<file path="src/rtl/bids22_pkg.sv">
// Shared bids22 definitions: control opcodes, result encodings, round sequencer
// states and the round descriptor payload.
package bids22_pkg;

  localparam int unsigned DATA_W          = 32;
  localparam int unsigned MASK_W          = 3;
  localparam int unsigned TIMEOUT_DEFAULT = 64;

  typedef enum logic [3:0] {
    OP_NOOP      = 4'd0,
    OP_UNLOCK    = 4'd1,
    OP_LOCK      = 4'd2,
    OP_LOADX     = 4'd3,
    OP_LOADY     = 4'd4,
    OP_LOADZ     = 4'd5,
    OP_SETMASK   = 4'd6,
    OP_SETTIMER  = 4'd7,
    OP_BIDCHARGE = 4'd8
  } op_e;

  typedef enum logic [1:0] {
    RES_OK      = 2'd0,
    RES_CFG_ERR = 2'd1,
    RES_TIMEOUT = 2'd2
  } res_status_e;

  typedef enum logic [1:0] {
    WIN_NONE = 2'd0,
    WIN_X    = 2'd1,
    WIN_Y    = 2'd2,
    WIN_Z    = 2'd3
  } winner_e;

  typedef enum logic [3:0] {
    RC_IDLE, RC_UNLOCK, RC_LOAD_X, RC_LOAD_Y, RC_LOAD_Z, RC_SET_MASK,
    RC_SET_TIMER, RC_SET_COST, RC_LOCK, RC_RUN, RC_DRAIN, RC_REPORT
  } rc_state_e;

  // Sub-step of an op state: wait for ready, op on the bus, check err.
  typedef enum logic [1:0] {
    PH_ISSUE, PH_SHOW, PH_CHECK
  } rc_phase_e;

  typedef struct packed {
    logic [DATA_W-1:0] x_value;
    logic [DATA_W-1:0] y_value;
    logic [DATA_W-1:0] z_value;
    logic [DATA_W-1:0] timer;
    logic [DATA_W-1:0] bid_cost;
    logic [DATA_W-1:0] key;
    logic [MASK_W-1:0] mask;
  } round_desc_t;

  // Op state that follows a successful op; LOCK hands over to RUN.
  function automatic rc_state_e rc_next_op(input rc_state_e s);
    case (s)
      RC_UNLOCK:    return RC_LOAD_X;
      RC_LOAD_X:    return RC_LOAD_Y;
      RC_LOAD_Y:    return RC_LOAD_Z;
      RC_LOAD_Z:    return RC_SET_MASK;
      RC_SET_MASK:  return RC_SET_TIMER;
      RC_SET_TIMER: return RC_SET_COST;
      RC_SET_COST:  return RC_LOCK;
      default:      return RC_RUN;
    endcase
  endfunction

  function automatic op_e rc_op_of(input rc_state_e s);
    case (s)
      RC_UNLOCK:    return OP_UNLOCK;
      RC_LOAD_X:    return OP_LOADX;
      RC_LOAD_Y:    return OP_LOADY;
      RC_LOAD_Z:    return OP_LOADZ;
      RC_SET_MASK:  return OP_SETMASK;
      RC_SET_TIMER: return OP_SETTIMER;
      RC_SET_COST:  return OP_BIDCHARGE;
      RC_LOCK:      return OP_LOCK;
      default:      return OP_NOOP;
    endcase
  endfunction

  function automatic logic [DATA_W-1:0] rc_op_data(input rc_state_e s, input round_desc_t d);
    case (s)
      RC_UNLOCK, RC_LOCK: return d.key;
      RC_LOAD_X:          return d.x_value;
      RC_LOAD_Y:          return d.y_value;
      RC_LOAD_Z:          return d.z_value;
      RC_SET_MASK:        return DATA_W'(d.mask);
      RC_SET_TIMER:       return d.timer;
      RC_SET_COST:        return d.bid_cost;
      default:            return '0;
    endcase
  endfunction

  // X beats Y beats Z when several flags are raised together.
  function automatic winner_e encode_winner(input logic x, input logic y, input logic z);
    if (x)      return WIN_X;
    else if (y) return WIN_Y;
    else if (z) return WIN_Z;
    else        return WIN_NONE;
  endfunction

endpackage

</file>
<file path="src/rtl/bids22_rc_cnt.sv">
// Loadable down-counter with registered zero and one flags; saturates at zero.
module bids22_rc_cnt #(
  parameter int unsigned W = 16
) (
  input  logic         clk,
  input  logic         reset,
  input  logic         load_i,
  input  logic         dec_i,
  input  logic [W-1:0] load_val_i,
  output logic         zero_o,
  output logic         one_o
);

  logic [W-1:0] count_q, count_d;
  logic         zero_q, one_q;

  // Next count: load wins over decrement.
  always_comb begin
    count_d = count_q;
    if (load_i) begin
      count_d = load_val_i;
    end else if (dec_i && (count_q != '0)) begin
      count_d = count_q - W'(1);
    end
  end

  // Count register; flags track the value being stored.
  always_ff @(posedge clk) begin
    if (reset) begin
      count_q <= '0;
      zero_q  <= 1'b1;
      one_q   <= 1'b0;
    end else begin
      count_q <= count_d;
      zero_q  <= (count_d == '0);
      one_q   <= (count_d == W'(1));
    end
  end

  assign zero_o = zero_q;
  assign one_o  = one_q;

endmodule

</file>
<file path="src/rtl/bids22_round_ctrl.sv">
// Round sequencer: takes a host descriptor, programs bids22 op by op, runs the
// round, waits for roundOver (bounded) and hands the outcome back to the host.
module bids22_round_ctrl
  import bids22_pkg::*;
#(
  parameter int unsigned LEN_W          = 16,
  parameter int unsigned TIMEOUT_CYCLES = TIMEOUT_DEFAULT
) (
  input  logic              clk,
  input  logic              reset,
  input  logic              cfg_valid,
  output logic              cfg_ready,
  input  logic [31:0]       cfg_x_value,
  input  logic [31:0]       cfg_y_value,
  input  logic [31:0]       cfg_z_value,
  input  logic [2:0]        cfg_mask,
  input  logic [31:0]       cfg_timer,
  input  logic [31:0]       cfg_bid_cost,
  input  logic [31:0]       cfg_key,
  input  logic [LEN_W-1:0]  cfg_round_len,
  output logic [3:0]        C_op,
  output logic [31:0]       C_data,
  output logic              C_start,
  input  logic              ready,
  input  logic [1:0]        err,
  input  logic              roundOver,
  input  logic              X_win,
  input  logic              Y_win,
  input  logic              Z_win,
  input  logic [31:0]       maxBid,
  output logic              res_valid,
  input  logic              res_ready,
  output logic [1:0]        res_status,
  output logic [1:0]        res_winner,
  output logic [31:0]       res_maxbid,
  output logic [1:0]        res_err,
  output logic              busy
);

  rc_state_e        state_q, state_d, nxt_op;
  rc_phase_e        phase_q, phase_d;
  round_desc_t      desc_q, desc_d;
  logic [LEN_W-1:0] len_q, len_d, run_len;
  logic             locked_q, locked_d;
  op_e              c_op_q, c_op_d;
  logic [31:0]      c_data_q, c_data_d;
  logic             c_start_q, c_start_d;
  logic             res_valid_q, res_valid_d;
  logic [1:0]       res_status_q, res_status_d;
  logic [1:0]       res_winner_q, res_winner_d;
  logic [31:0]      res_maxbid_q, res_maxbid_d;
  logic [1:0]       res_err_q, res_err_d;
  logic             cfg_ready_q, busy_q;
  logic             run_load, run_dec, run_zero, run_one;
  logic             tmo_load, tmo_dec, tmo_zero, tmo_one;
  winner_e          win;

  assign run_len = (len_q == '0) ? LEN_W'(1) : len_q;
  assign win     = encode_winner(X_win, Y_win, Z_win);

  // Round length: C_start stays high while this counts down to one.
  bids22_rc_cnt #(.W(LEN_W)) u_run_cnt (
    .clk        (clk),
    .reset      (reset),
    .load_i     (run_load),
    .dec_i      (run_dec),
    .load_val_i (run_len),
    .zero_o     (run_zero),
    .one_o      (run_one)
  );

  // Drain watchdog: bounds the wait for roundOver.
  bids22_rc_cnt #(.W(LEN_W)) u_tmo_cnt (
    .clk        (clk),
    .reset      (reset),
    .load_i     (tmo_load),
    .dec_i      (tmo_dec),
    .load_val_i (LEN_W'(TIMEOUT_CYCLES)),
    .zero_o     (tmo_zero),
    .one_o      (tmo_one)
  );

  // Next-state and registered-output logic.
  always_comb begin
    state_d      = state_q;
    phase_d      = phase_q;
    desc_d       = desc_q;
    len_d        = len_q;
    locked_d     = locked_q;
    c_op_d       = OP_NOOP;
    c_data_d     = '0;
    c_start_d    = 1'b0;
    res_valid_d  = res_valid_q;
    res_status_d = res_status_q;
    res_winner_d = res_winner_q;
    res_maxbid_d = res_maxbid_q;
    res_err_d    = res_err_q;
    run_load     = 1'b0;
    run_dec      = 1'b0;
    tmo_load     = 1'b0;
    tmo_dec      = 1'b0;
    nxt_op       = rc_next_op(state_q);

    case (state_q)
      RC_IDLE: begin
        if (cfg_valid && cfg_ready_q) begin
          desc_d = '{x_value: cfg_x_value, y_value: cfg_y_value, z_value: cfg_z_value,
                     timer: cfg_timer, bid_cost: cfg_bid_cost, key: cfg_key,
                     mask: cfg_mask};
          len_d   = cfg_round_len;
          state_d = locked_q ? RC_UNLOCK : RC_LOAD_X;
          phase_d = PH_ISSUE;
        end
      end
      RC_RUN: begin
        c_start_d = 1'b1;
        run_dec   = 1'b1;
        if (run_one || run_zero) begin
          c_start_d = 1'b0;
          tmo_load  = 1'b1;
          state_d   = RC_DRAIN;
        end
      end
      RC_DRAIN: begin
        if (roundOver) begin
          res_status_d = RES_OK;
          res_winner_d = win;
          res_maxbid_d = (win != WIN_NONE) ? maxBid : '0;
          res_err_d    = '0;
          res_valid_d  = 1'b1;
          state_d      = RC_REPORT;
        end else if (tmo_one || tmo_zero) begin
          res_status_d = RES_TIMEOUT;
          res_winner_d = WIN_NONE;
          res_maxbid_d = '0;
          res_err_d    = '0;
          res_valid_d  = 1'b1;
          state_d      = RC_REPORT;
        end else begin
          tmo_dec = 1'b1;
        end
      end
      RC_REPORT: begin
        if (res_ready) begin
          res_valid_d = 1'b0;
          state_d     = RC_IDLE;
        end
      end
      default: begin
        case (phase_q)
          PH_ISSUE: begin
            if (ready) begin
              c_op_d   = rc_op_of(state_q);
              c_data_d = rc_op_data(state_q, desc_q);
              phase_d  = PH_SHOW;
            end
          end
          PH_SHOW: phase_d = PH_CHECK;
          default: begin
            if (err != 2'b00) begin
              res_status_d = RES_CFG_ERR;
              res_err_d    = err;
              res_winner_d = WIN_NONE;
              res_maxbid_d = '0;
              res_valid_d  = 1'b1;
              state_d      = RC_REPORT;
            end else begin
              if (state_q == RC_UNLOCK) locked_d = 1'b0;
              if (state_q == RC_LOCK)   locked_d = 1'b1;
              state_d = nxt_op;
              if (nxt_op == RC_RUN) begin
                c_start_d = 1'b1;
                run_load  = 1'b1;
              end else if (ready) begin
                // Back-to-back issue: the next op goes out while this one retires.
                c_op_d   = rc_op_of(nxt_op);
                c_data_d = rc_op_data(nxt_op, desc_q);
                phase_d  = PH_SHOW;
              end else begin
                phase_d = PH_ISSUE;
              end
            end
          end
        endcase
      end
    endcase
  end

  // State and output registers.
  always_ff @(posedge clk) begin
    if (reset) begin
      state_q      <= RC_IDLE;
      phase_q      <= PH_ISSUE;
      desc_q       <= '0;
      len_q        <= '0;
      locked_q     <= 1'b0;
      c_op_q       <= OP_NOOP;
      c_data_q     <= '0;
      c_start_q    <= 1'b0;
      res_valid_q  <= 1'b0;
      res_status_q <= '0;
      res_winner_q <= '0;
      res_maxbid_q <= '0;
      res_err_q    <= '0;
      cfg_ready_q  <= 1'b0;
      busy_q       <= 1'b0;
    end else begin
      state_q      <= state_d;
      phase_q      <= phase_d;
      desc_q       <= desc_d;
      len_q        <= len_d;
      locked_q     <= locked_d;
      c_op_q       <= c_op_d;
      c_data_q     <= c_data_d;
      c_start_q    <= c_start_d;
      res_valid_q  <= res_valid_d;
      res_status_q <= res_status_d;
      res_winner_q <= res_winner_d;
      res_maxbid_q <= res_maxbid_d;
      res_err_q    <= res_err_d;
      cfg_ready_q  <= (state_d == RC_IDLE);
      busy_q       <= (state_d != RC_IDLE);
    end
  end

  assign cfg_ready  = cfg_ready_q;
  assign busy       = busy_q;
  assign C_op       = c_op_q;
  assign C_data     = c_data_q;
  assign C_start    = c_start_q;
  assign res_valid  = res_valid_q;
  assign res_status = res_status_q;
  assign res_winner = res_winner_q;
  assign res_maxbid = res_maxbid_q;
  assign res_err    = res_err_q;

endmodule

</file>
<file path="config.mk">
export PLATFORM = sky130hd
export DESIGN_NAME = bids22_round_ctrl
export DESIGN_NICKNAME = d
export VERILOG_FILES = /design/src/rtl/bids22_pkg.sv /design/src/rtl/bids22_rc_cnt.sv /design/src/rtl/bids22_round_ctrl.sv
export SDC_FILE = /design/constraint.sdc
export NUM_CORES = 1
export LEC_CHECK = 0
export CELL_PAD_IN_SITES_DETAIL_PLACEMENT = 1
export CELL_PAD_IN_SITES_GLOBAL_PLACEMENT = 2
export CORE_MARGIN = 5
export CORE_UTILIZATION = 39
export CTS_CLUSTER_DIAMETER = 30
export DETAILED_ROUTE_END_ITERATION = 16
export DONT_BUFFER_PORTS = 1
export PLACE_DENSITY = 0.91
export SLEW_MARGIN = 15
export SYNTH_ARGS = -nofsm -noshare
export SYNTH_HDL_FRONTEND = slang
export SYNTH_SLANG_ARGS = --single-unit
</file>
<file path="constraint.sdc">
create_clock -name clk -period 5.3 [get_ports clk]
set_input_delay 0.53 -clock clk [delete_from_list [all_inputs] [get_ports clk]]
set_output_delay 0.53 -clock clk [all_outputs]
set_load 0.03 [all_outputs]
</file>
==> results of run 1 <==
==> state kept, by name, summed over array words and instances, names as in the netlist, 4 cells and up, named ones only <==
register / count
u_tmo_cnt.count_q: 16
len_q: 16
u_run_cnt.count_q: 16
state_q: 4
C_op: 4
res_maxbid: 32
desc_q: 195
C_data: 32
==> how the worst max path moves through the flow <==
stage                          startpoint                          end  slack, ns  cells past startpoint
finish              state_q[0]$_SDFF_PP0_  u_run_cnt.zero_o$_SDFF_PP1_       1.59                     10
global route        state_q[0]$_SDFF_PP0_   u_run_cnt.one_o$_SDFF_PP0_       1.25                     10
CTS                 state_q[0]$_SDFF_PP0_  u_run_cnt.zero_o$_SDFF_PP1_       1.67                     10
detailed placement  state_q[0]$_SDFF_PP0_  u_run_cnt.zero_o$_SDFF_PP1_       1.69                     10
global placement    state_q[0]$_SDFF_PP0_  u_run_cnt.zero_o$_SDFF_PP1_       1.92                     11
floorplan           state_q[0]$_SDFF_PP0_        C_data[30]$_SDFF_PP0_       2.09                     14
==> cell usage in the layout (no fill, tap or decap), types with 13 or more instances in the layout <==
| cell | n |
|---|---|
| clkinv_2 | 14 |
| nor3_1 | 26 |
| bufinv_16 | 16 |
| a41o_1 | 29 |
| a222oi_1 | 58 |
| a21oi_1 | 267 |
| nand2_1 | 517 |
| a21o_1 | 32 |
| xnor2_1 | 16 |
| o21ai_0 | 21 |
| inv_1 | 17 |
| buf_4 | 15 |
| dfxtp_1 | 336 |
| clkbuf_16 | 85 |
| a22oi_1 | 108 |
| nor2_1 | 112 |
| nor4_1 | 13 |
==> through the flow <==
| stage | setup WS, ns | instance area (um2) | cells |
|---|---|---|---|
| global placement | 1.92 | 15200 | 2258 |
| finish | 1.59 | 18400 | 2426 |
| global route | 1.25 | 18400 | 2426 |
| detailed placement | 1.69 | 15200 | 2258 |
| floorplan | 2.09 | 14900 | 1888 |
| CTS | 1.67 | 18300 | 2418 |
==> metal layers <==
| metal | wire [um] | vias up | global-route usage |
|---|---|---|---|
| met5 | 76 | - | 0 |
| met4 | 1730 | 12 | 0.114 |
| met3 | 4110 | 120 | 0.0700 |
| met2 | 26700 | 538 | 0.409 |
| met1 | 23100 | 7069 | 0.311 |
| li1 | - | 6653 | - |
==> logic make-up after synthesis <==
group | after synthesis | share of synthesized area
buf+inv | 174 | 0.0472
fa+ha+maj | 11 | 0.00922
simple gates | 762 | 0.215
compound gates | 569 | 0.256
flops | 336 | 0.451
xor+xnor | 27 | 0.0158
mux | 9 | 0.00620
==> report_power, final <==
group          total, mW  internal, mW  leakage, nW  switching [mW]
logic              0.251        0.0761         1.94           0.175
clock network       5.53          3.88         1.51            1.65
registers           2.69          2.62         2.73          0.0757
total               8.47          6.58         6.18            1.90
==> critical path, cell delays in order (launching register included) <==
cell and delay, ns:
dfxtp_1 0.58, buf_4 0.32, xnor2_1 0.17, nor2_1 0.12, inv_1 0.09, ha_1 0.32, nand3_1 0.18, nor2_1 0.69
o21ai_0 0.25, or4b_4 0.59, o41ai_2 0.31
==> area by class of cell <==
| class | instances | area, um2 | share of cell area |
|---|---|---|---|
| Multi-Input combinational cell | 1378 | 7600 | 0.414 |
| Sequential cell | 336 | 6730 | 0.366 |
| Clock buffer | 105 | 2310 | 0.126 |
| Clock inverter | 51 | 786 | 0.0428 |
| Tap cell | 511 | 639 | 0.0348 |
| Timing Repair Buffer | 22 | 228 | 0.0124 |
| Inverter | 17 | 63.8 | 0.00347 |
| Antenna cell | 6 | 15.0 | 0.000817 |
==> what timing repair did <==
item,CTS,global route
hold buffers,4,0
endpoints found under the hold margin,8,0
buffers inserted,0,0
==> out/metrics.cfg, run 1 <==
[sta]
skew_ns = 0.0279
tns_ns = 0
hold_viol_final = 0
slew_headroom = 0.231
report.final.slew_viol_count = 0
finalCritPeriodShare = 0.700
whs_ns = 0.0570
setup-violations-final = 0
fmax_mhz = 270
worst_pin_slew_ns = 1.15
rsz0062_at_grt = no
period_minus_slack_ns = 3.71

[grt]
grt_max_degree = 243
gr-total-overflow = 0
grt_antenna_before_repair = 12
grt_pass1_wl_mm = 84.1
gr-usage-all-layers = 0.252
grt_pass1_vias = 15000

[yosys]
yosysTopAreaCell = dfxtp_1
ys_seq_elements = 336
ys_warn_count = 0
netlist_area_um2 = 14900
ys_seq_area_frac = 0.451
synthesis.nets = 2153
ys_top_cells_by_count = 519 x nand2_1, 336 x dfxtp_1, 268 x a21oi_1, 149 x clkbuf_1, 116 x nor2_1
synth_top_area_share = 0.451
synth_edf_count = 0
ys_top_cells_by_area = dfxtp_1 45%, nand2_1 13%, a21oi_1 9.0%, a22oi_1 5.4%, a222oi_1 3.9%
synth_area_per_cell_um2 = 7.91
yosys_most_used_dff = dfxtp_1
synthCells = 1888
synthArstFlopShare = 0
yosysUniqueCellTypes = 74
yosysMostFrequentCell = nand2_1

[routing]
avgRoutedWirePerCell_um = 23.0
vias_per_cell = 5.93
first_iter_violations = 1071
drtPass1Iterations = 10
routed_wl_mm = 55.7
vias = 14400
ant_nets = 0
drc = 0

[cells_and_area]
drive_above_1_share = 0.106
areaGrowthSynthToFinish_pct = 23.1
post-route-util = 0.487
nets = 2104
n_fill_cell = 4410

[clocking]
clk_latency_ns = 0.61
cts_sinks = 336
clk_transition_reported_paths_ns = 0.05
cts_max_level = 3
cts_resized = 0
numCtsBuffers = 84
clockRootBuffer = clkbuf_16
cts_tree = yes
clockBufferDepth = 3

[floorplan]
core_um2 = 37800
initial_core_util = 0.395
dieWidth_um = 206
pin_count = 332
die_y_um = 206
dieArea_um2 = 42300
fp-row-count = 71

[setup_path]
rr_startpoint = state_q[0]$_SDFF_PP0_
r2r_slack_ns = 1.59
r2r_end = u_run_cnt.zero_o$_SDFF_PP1_
r2r_cells = 10
worst-setup-path-type = flip-flop to flip-flop
cp.arrival_ns = 4.20
path_max_fanout = 16
endpoint_kind = flip-flop
critPathLaunchType = flip-flop
required_ns = 5.79

[placement]
post-dp-hpwl_mm = 35.3
io_buffers = 0
place_congestion = 0.858

[hold_path]
min_delay_path_depth = 2
min_path_type = input pin to flip-flop
min_to = desc_q[75]$_SDFFE_PP0P_
hold_start = cfg_timer[8]

[pwr]
leakage_nw = 6.18
total_power_mw = 8.47
peakVddDrop_mv = 0.272
power_density_nw_per_um2 = 461

[run_status]
status = completed

[flow_run]
maxCapViolations = 0

(Power assumes the default switching activity.)
==> run 2, diff against run 1 <==
Settings changed: CORE_UTILIZATION 39 to 36, PLACE_DENSITY 0.91 to 0.86.
Clock period 5.3 ns to 3.65 ns, I/O delays scaled along.
==> out/metrics.cfg, run 2 (synthesis gave the netlist of run 1 again) <==
[sta]
whs_ns = 0.0272
fmax_mhz = 299
skew_ns = 0.0366
tns_ns = 0
rsz0062_at_grt = no
finalWorstSetupSlack_ns = 0.304
slew_headroom = 0.190
report.final.slew_viol_count = 0
setup-violations-final = 0
worst_pin_slew_ns = 1.21
period_minus_slack_ns = 3.35
hold_viol_final = 0
finalCritPeriodShare = 0.917

[floorplan]
die_y_um = 214
dieArea_um2 = 45600
dieWidth_um = 214
core_um2 = 40900
fp-row-count = 74
pin_count = 332
initial_core_util = 0.365

[pwr]
peakVddDrop_mv = 0.472
power_density_nw_per_um2 = 583
total_power_mw = 12.1
leakage_nw = 7.36

[routing]
ant_nets = 0
wl_met2_mm = 30.2
drtPass1Iterations = 7
route.met3.wl_mm = 4.28
avgRoutedWirePerCell_um = 22.8
vias_per_cell = 5.78
first_iter_violations = 1117
vias = 15600
wirelength_met1_mm = 24.7
drc = 0
highest_layer = met5
routed_wl_mm = 61.6

[cells_and_area]
nets = 2359
regMostFlops = desc_q
final_cell_mix = 518 x nand2_1, 336 x dfxtp_1, 267 x a21oi_1
final_common_cell = nand2_1
areaGrowthSynthToFinish_pct = 39.1
drive_above_1_share = 0.101
largest_reg_flops = 195

[hold_path]
min_to = desc_q[0]$_SDFFE_PP0P_
min_delay_path_depth = 2
min_path_type = input pin to flip-flop
hold_start = cfg_mask[0]

[grt]
grt_pass1_wl_mm = 93.7
grt_antenna_before_repair = 13
gr-total-overflow = 0
gr-usage-all-layers = 0.259
grt_pass1_vias = 16900
grt_max_degree = 212

[placement]
place_congestion = 0.902
io_buffers = 0
post-dp-hpwl_mm = 35.9
dp_slack_ns = 0.369

[run_status]
status = completed

[setup_path]
path_max_fanout = 211
critPathLaunchType = flip-flop
required_ns = 4.17
worst-setup-path-type = flip-flop to flip-flop
r2r_slack_ns = 0.30
rr_startpoint = state_q[2]$_SDFF_PP0_
r2r_end = desc_q[122]$_SDFFE_PP0P_
cp.arrival_ns = 3.87
endpoint_kind = flip-flop
r2r_cells = 8

[clocking]
clk_transition_reported_paths_ns = 0.05
numCtsBuffers = 81
clk_latency_ns = 0.61
cts_sinks = 336
cts_max_level = 3
cts_setup_buffers = 0
clockRootBuffer = clkbuf_16
clockBufferDepth = 3
cts_tree = yes

[flow_run]
maxCapViolations = 0

==> run 2: cell types whose count changed in the layout (fill, tap and decap cells not counted), moves of 3 or more <==
cell	delta
dlygate4sd3_1	+238
buf_4	+16
bufinv_16	-5
clkinv_4	+5
buf_12	+4
clkbuf_8	+4
clkbuf_1	-3
clkbuf_16	-3
clkinv_2	-3
clkinvlp_4	+3
==> run 2: critical path: stages, from the launching register on <==
cell	delay, ns
dfxtp_1	0.30
buf_4	0.23
nor4_1	0.58
buf_4	0.23
and3_4	0.20
buf_12	0.54
nand2_1	0.16
a21oi_1	0.28
dlygate4sd3_1	0.59
==> run 2: worst max-delay path by stage <==
stage / startpoint / end / slack, ns / cells after the start
3_5_place_dp: u_run_cnt.count_q[2]$_SDFF_PP0_ / u_run_cnt.zero_o$_SDFF_PP1_ / 0.37 / 7
4_1_cts: u_run_cnt.count_q[2]$_SDFF_PP0_ / u_run_cnt.one_o$_SDFF_PP0_ / 0.28 / 7
3_3_place_gp: u_run_cnt.count_q[2]$_SDFF_PP0_ / u_run_cnt.zero_o$_SDFF_PP1_ / 0.43 / 7
5_1_grt: state_q[2]$_SDFF_PP0_ / desc_q[122]$_SDFFE_PP0P_ / 0.05 / 8
2_1_floorplan: state_q[0]$_SDFF_PP0_ / C_data[30]$_SDFF_PP0_ / 0.44 / 14
6_report: state_q[2]$_SDFF_PP0_ / desc_q[122]$_SDFFE_PP0P_ / 0.30 / 8
==> run 2: layout make-up <==
class | instances | area, um2
multi-input combinational | 1378 | 7590
fill | 4734 | 20200
clock buffer | 103 | 2280
sequential | 336 | 6730
inverter | 17 | 63.8
antenna | 7 | 17.5
clock inverter | 47 | 628
tap | 532 | 666
timing repair buffer | 280 | 2790
==> run 2: routing by layer <==
metal	vias up	GRT usage
met5	-	0
met4	10	0.118
met3	179	0.0600
met1	7656	0.314
met2	590	0.440
li1	7168	-
==> run 2: where the power goes <==
group | internal [mW] | switching [mW]
clock | 5.21 | 2.36
combinational | 0.283 | 0.343
sequential | 3.80 | 0.111
total | 9.29 | 2.82
==> run 2: timing repair <==
| action | 4_1_cts | 5_1_grt |
|---|---|---|
| hold endpoints to repair | 273 | 0 |
| hold buffers | 243 | 0 |
| resized for setup | 0 | 1 |
| endpoints found under the setup margin | 0 | 1 |
==> run 2: metrics by stage <==
step	std cells	instance area (um2)	util
2_1_floorplan	1888	14900	-
3_3_place_gp	2300	15400	0.376
3_5_place_dp	2300	15400	0.376
4_1_cts	2693	20700	0.507
5_1_grt	2699	20800	0.507
6_report	2700	20800	0.507
